File: src/rtl/afg_pkg.sv
// Shared types and defaults for the arbitrary-function-generator burst sequencer.
package afg_pkg;

    localparam int ADDR_W_DEF       = 12;
    localparam int CNT_W_DEF        = 16;
    localparam int BURST_CONTINUOUS = 0;

    typedef enum logic [1:0] {
        S_IDLE,
        S_WAIT_TRIG,
        S_PLAY,
        S_DONE
    } afg_state_e;

endpackage

File: src/rtl/afg_rate_divider.sv
// Sample-rate divider: counts 0..rate_div and asserts tick on the terminal count.
module afg_rate_divider
    import afg_pkg::*;
#(
    parameter int CNT_W = CNT_W_DEF
) (
    input  logic             Clock,
    input  logic             Reset,
    input  logic             clear,
    input  logic [CNT_W-1:0] rate_div,
    output logic             tick
);

    logic [CNT_W-1:0] count;

    assign tick = (count == rate_div);

    always_ff @(posedge Clock) begin
        if (Reset || clear) begin
            count <= '0;
        end else if (tick) begin
            count <= '0;
        end else begin
            count <= count + CNT_W'(1);
        end
    end

endmodule

File: src/rtl/afg_burst_sequencer.sv
// Plays Start..Stop address bursts on each accepted trigger, Burst_Cnt passes
// (0 = forever), one sample every Rate_Div+1 clocks.
module afg_burst_sequencer
    import afg_pkg::*;
#(
    parameter int ADDR_W = ADDR_W_DEF,
    parameter int CNT_W  = CNT_W_DEF
) (
    input  logic              Clock,
    input  logic              Reset,
    input  logic              EN,
    input  logic              Trig_in,
    input  logic [ADDR_W-1:0] Start_Addr,
    input  logic [ADDR_W-1:0] Stop_Addr,
    input  logic [CNT_W-1:0]  Burst_Cnt,
    input  logic [CNT_W-1:0]  Rate_Div,
    output logic [ADDR_W-1:0] Addr,
    output logic              Sample_Valid,
    output logic              Busy,
    output logic              Done,
    output logic              Trig_Miss
);

    afg_state_e        state;
    logic [ADDR_W-1:0] start_sh;
    logic [ADDR_W-1:0] stop_sh;
    logic [CNT_W-1:0]  burst_sh;
    logic [CNT_W-1:0]  rate_sh;
    logic [CNT_W-1:0]  rep_cnt;
    logic              tick;
    logic              continuous;

    assign continuous = (burst_sh == CNT_W'(BURST_CONTINUOUS));

    // Divider is held at zero outside PLAY, so the first sample after a
    // trigger always gets a full Rate_Div+1 period.
    afg_rate_divider #(
        .CNT_W (CNT_W)
    ) u_rate_divider (
        .Clock    (Clock),
        .Reset    (Reset),
        .clear    (state != S_PLAY),
        .rate_div (rate_sh),
        .tick     (tick)
    );

    always_ff @(posedge Clock) begin
        // NOTE: synchronous reset clears every register here, shadows included,
        // so a post-reset burst can never see stale segment bounds.
        if (Reset) begin
            state        <= S_IDLE;
            start_sh     <= '0;
            stop_sh      <= '0;
            burst_sh     <= '0;
            rate_sh      <= '0;
            rep_cnt      <= '0;
            Addr         <= '0;
            Sample_Valid <= 1'b0;
            Busy         <= 1'b0;
            Done         <= 1'b0;
            Trig_Miss    <= 1'b0;
        end else begin
            // NOTE: pulse outputs default low with non-blocking assignment;
            // the later assignment in the same block wins when a pulse is due.
            Done      <= 1'b0;
            Trig_Miss <= 1'b0;

            if (!EN) begin
                state        <= S_IDLE;
                Sample_Valid <= 1'b0;
                Busy         <= 1'b0;
            end else begin
                case (state)
                    S_IDLE: begin
                        state <= S_WAIT_TRIG;
                    end

                    S_WAIT_TRIG: begin
                        if (Trig_in) begin
                            if (Stop_Addr >= Start_Addr) begin
                                start_sh     <= Start_Addr;
                                stop_sh      <= Stop_Addr;
                                burst_sh     <= Burst_Cnt;
                                rate_sh      <= Rate_Div;
                                rep_cnt      <= Burst_Cnt;
                                Addr         <= Start_Addr;
                                Sample_Valid <= 1'b1;
                                Busy         <= 1'b1;
                                state        <= S_PLAY;
                            end else begin
                                Trig_Miss <= 1'b1;
                            end
                        end
                    end

                    S_PLAY: begin
                        if (Trig_in) begin
                            Trig_Miss <= 1'b1;
                        end
                        if (!tick) begin
                            Sample_Valid <= 1'b0;
                        end else if (Addr < stop_sh) begin
                            Addr         <= Addr + ADDR_W'(1);
                            Sample_Valid <= 1'b1;
                        end else if (continuous) begin
                            Addr         <= start_sh;
                            Sample_Valid <= 1'b1;
                        end else if (rep_cnt == CNT_W'(1)) begin
                            // Last pass finished: Addr keeps the final sample.
                            rep_cnt      <= '0;
                            Sample_Valid <= 1'b0;
                            Busy         <= 1'b0;
                            Done         <= 1'b1;
                            state        <= S_DONE;
                        end else begin
                            rep_cnt      <= rep_cnt - CNT_W'(1);
                            Addr         <= start_sh;
                            Sample_Valid <= 1'b1;
                        end
                    end

                    S_DONE: begin
                        if (Trig_in) begin
                            Trig_Miss <= 1'b1;
                        end
                        state <= S_WAIT_TRIG;
                    end

                    default: begin
                        state <= S_IDLE;
                    end
                endcase
            end
        end
    end

endmodule

File: config.mk
export PLATFORM = sky130hd
export DESIGN_NAME = afg_burst_sequencer
export DESIGN_NICKNAME = d
export VERILOG_FILES = /design/src/rtl/afg_pkg.sv /design/src/rtl/afg_rate_divider.sv /design/src/rtl/afg_burst_sequencer.sv
export SDC_FILE = /design/constraint.sdc
export NUM_CORES = 1
export LEC_CHECK = 0
export CELL_PAD_IN_SITES_DETAIL_PLACEMENT = 1
export CELL_PAD_IN_SITES_GLOBAL_PLACEMENT = 1
export CORE_AREA = 5 5 139 141
export CTS_CLUSTER_SIZE = 30
export DETAILED_ROUTE_END_ITERATION = 10
export DIE_AREA = 0 0 144 146
export PLACE_DENSITY = 0.64
export SKIP_CTS_REPAIR_TIMING = 1
export SLEW_MARGIN = 20
export SYNTH_ARGS = -nofsm -noshare
export SYNTH_HDL_FRONTEND = slang
export SYNTH_HIERARCHICAL = 1
export SYNTH_SLANG_ARGS = --single-unit
File: constraint.sdc
create_clock -name Clock -period 3.79 [get_ports Clock]
set_clock_uncertainty 0.15 [all_clocks]
set_input_delay 0.5685 -clock Clock [delete_from_list [all_inputs] [get_ports Clock]]
set_output_delay 0.5685 -clock Clock [all_outputs]
set_load 0.01 [all_outputs]
==> results of run 1 <==
[flip-flops by register name, summed over array words and instances, names as in the netlist]
signal                flops
rep_cnt                  16
Trig_Miss                 1
Addr                     12
Done                      1
Busy                      1
state                     2
rate_sh                  16
u_rate_divider/count     16
Sample_Valid              1
start_sh                 12
stop_sh                  12
burst_sh                 16
[stage by stage]
step | TNS (ns) | total power, mW | cell area [sq um] | utilization [%] | setup WS, ns
after CTS | 0 | 2.70 | 7060 | 39.6 | 0.0304
after floorplan | 0 | 1.48 | 5750 | - | 0.917
after global routing | 0 | 2.78 | 7090 | 39.8 | 0.178
after global placement | -0.635 | 1.66 | 6750 | 37.8 | -0.0974
after detailed placement | -2.09 | 1.67 | 6750 | 37.8 | -0.304
final | 0 | 2.66 | 7090 | 39.8 | 0.317
[worst max-delay path, cell delays in order]
cell and delay (ns):
clkdlybuf4s50_1 0.52, inv_1 0.06, ha_1 0.29, and4_1 0.25, nand3_1 0.17, a2111oi_2 0.51
o31ai_1 0.25, a2111o_2 0.57, a211o_1 0.26, a21oi_1 0.14
[final timing paths]
path            startpoint          to  slack (ns)  cells after the start
min             stop_sh[1]  stop_sh[1]        0.31                      2
max          Start_Addr[9]     Addr[8]        0.32                     10
min reg2reg     stop_sh[1]  stop_sh[1]        0.31                      2
max reg2reg     rep_cnt[4]    Addr[11]        0.82                      8
[power groups by stage]
stage | sequential [mW] | combinational [mW] | clock, mW
2_1_floorplan | 1.18 | 0.296 | 0
3_3_place_gp | 1.19 | 0.473 | 0
3_5_place_dp | 1.19 | 0.483 | 0
4_1_cts | 1.16 | 0.488 | 1.05
5_1_grt | 1.17 | 0.535 | 1.08
6_report | 1.16 | 0.490 | 1.00
[final cells by class]
type                    count  area share, %
clock buffers              11           3.28
clock inverters             5           1.11
inverters                  38           2.01
multi-input cells         535           46.5
flip-flops and latches    106           29.9
well taps                 229           4.04
repair buffers             95           13.2
[metal layers]
metal  routed length (um)  GRT usage, %
met1                 8340          23.0
met5                    0             0
met2                 8740          29.2
met3                  577          3.45
met4                  118          3.06
[cells by family (layout without fill, tap and decap cells)]
family,after synthesis,count (layout),synth area share (%)
AO/OA/AOI/OAI,172,172,19.3
XOR/XNOR,43,43,6.55
adder cells (fa/ha/maj),31,31,6.74
buffers and inverters,81,149,5.92
flip-flops,106,106,36.9
multiplexers,8,8,1.44
AND/OR/NAND/NOR,281,281,23.1
[cells in the mapped netlist, types with 3 or more instances]
library cell  count  area [sq um]
nor2_1           34           128
or2_2             3          18.8
o211ai_1          9          67.6
a311oi_1         14           123
or3_1             4          25.0
a211o_1           6          52.6
nand3_1          17          85.1
inv_1            37           139
xnor2_1          36           315
o31ai_1           6          45.0
ha_1             31           388
buf_1             5          18.8
dfxtp_1         106          2120
mux2i_1           6          60.1
buf_2             8          40.0
a31o_2            3          26.3
nor4_1           11          68.8
nand4_1          11          68.8
a21oi_1          95           475
nor2b_1           3          18.8
o21ai_0           7          35.0
o2111ai_1         3          26.3
a21o_1            7          52.6
buf_6             3          33.8
and3_1            6          37.5
xor2_1            7          61.3
nor3_1           31           155
nand2_1         139           522
clkbuf_1         26          97.6
==> impl_metrics.env, run 1 <==
export IMPL_seqCellArea_sq_um=2120
export IMPL_syn_avg_cell_area_sq_um=7.96
export IMPL_clk_path_buf_depth=2
export IMPL_setup_violations_final=0
export IMPL_nets=876
export IMPL_post_route_min_period_ns=3.47
export IMPL_ys_flop_type="dfxtp_1"
export IMPL_h_tree_depth=3
export IMPL_tightest_slew_ns=0.773
export IMPL_drive_above_1_share_pct=7.34
export IMPL_port_buffer_count=75
export IMPL_ys_ff_latch=106
export IMPL_pin_count=76
export IMPL_postRouteAntennaNets=0
export IMPL_hpwl_um=12900
export IMPL_combPwrFrac_pct=18.4
export IMPL_grt_overflow_total=0
export IMPL_cts_clk_slew_worst_paths_ns=0.07
export IMPL_syn_to_final_growth_pct=23.4
export IMPL_synthArstFlopShare_pct=0
export IMPL_drc=0
export IMPL_yosys_warnings=6
export IMPL_grt_util_all_layers_pct=17.3
export IMPL_sequentialPowerShare_pct=43.8
export IMPL_holdWs_ns=0.308
export IMPL_grt_first_pass_wirelength_um=29600
export IMPL_start_kind="input port"
export IMPL_antenna_cells=0
export IMPL_ys_seq_area_share_pct=36.9
export IMPL_cap_violations=0
export IMPL_dp_cells=998
export IMPL_fin_crit_sh_pct=91.6
export IMPL_rsz0062_at_grt="false"
export IMPL_finalHoldViolCount=0
export IMPL_root_buffer="clkbuf_16"
export IMPL_drt_pass1_iterations=4
export IMPL_status="finished, final reports clean"
export IMPL_arrival_ns=3.60
export IMPL_chipWidth_um=144
export IMPL_multi_input_area_sq_um=3300
export IMPL_gp_congestion=0.806
export IMPL_wl_um=17800
export IMPL_path_max_fanout=9
export IMPL_instances_no_fill=1019
export IMPL_max_freq_mhz=288
export IMPL_tritoncts="yes"
export IMPL_first_global_vias=5684
export IMPL_synthesis_nets=813
export IMPL_drt_initial_drc_count=282
export IMPL_synth_area_sq_um=5750
export IMPL_syn_inst=722
export IMPL_synth_edff_count=0
export IMPL_clock_power_share_pct=37.8
export IMPL_ir_worst_vdd_mv=0.219
export IMPL_worstPathRequired_ns=3.92
export IMPL_via_per_inst=5.27
export IMPL_leakage_nw=2.45
export IMPL_rows=49
export IMPL_cts_sinks=106
export IMPL_grt_max_degree=43
export IMPL_hp_class="flop to flop"
export IMPL_initial_core_util_pct=32.2
export IMPL_slew_violations=0
export IMPL_power_per_cell_area_nw_per_um2=374
export IMPL_power_switching_mw=0.727
export IMPL_swShare_pct=27.4
export IMPL_coreArea_sq_um=17800
export IMPL_p_int_mw=1.93
export IMPL_clock_latency_ns=0.35
export IMPL_slew_headroom_pct=48.2
export IMPL_dieArea_sq_um=21000
export IMPL_fill_cells=2133
export IMPL_ys_types=65
export IMPL_vias=5372
export IMPL_die_h_um=146
export IMPL_antenna_found_initial=0
export IMPL_cp_end_kind="flop"
export IMPL_final_common_cell="nand2_1"
export IMPL_critical_path_class="input port to flop"
export IMPL_routedWlPerCell_um=17.4
export IMPL_mostFrequentLayoutCells="139 x nand2_1, 106 x dfxtp_1, 95 x a21oi_1, 74 x clkdlybuf4s50_1, 37 x inv_1"
export IMPL_cts_buffers=9
No activity file was read; power rests on OpenSTA's default activity.
==> inputs of run 2 (changes only) <==
--- a/config.mk
+++ b/config.mk
@@ -5,6 +5,7 @@
 export SDC_FILE = /design/constraint.sdc
 export NUM_CORES = 1
 export LEC_CHECK = 0
+export ABC_CLOCK_PERIOD_IN_PS = 3790
 export CELL_PAD_IN_SITES_DETAIL_PLACEMENT = 1
 export CELL_PAD_IN_SITES_GLOBAL_PLACEMENT = 1
 export CORE_AREA = 5 5 139 141
==> results of run 2 <==
No change in the layout: final DEF, timing and power equal those of run 1.
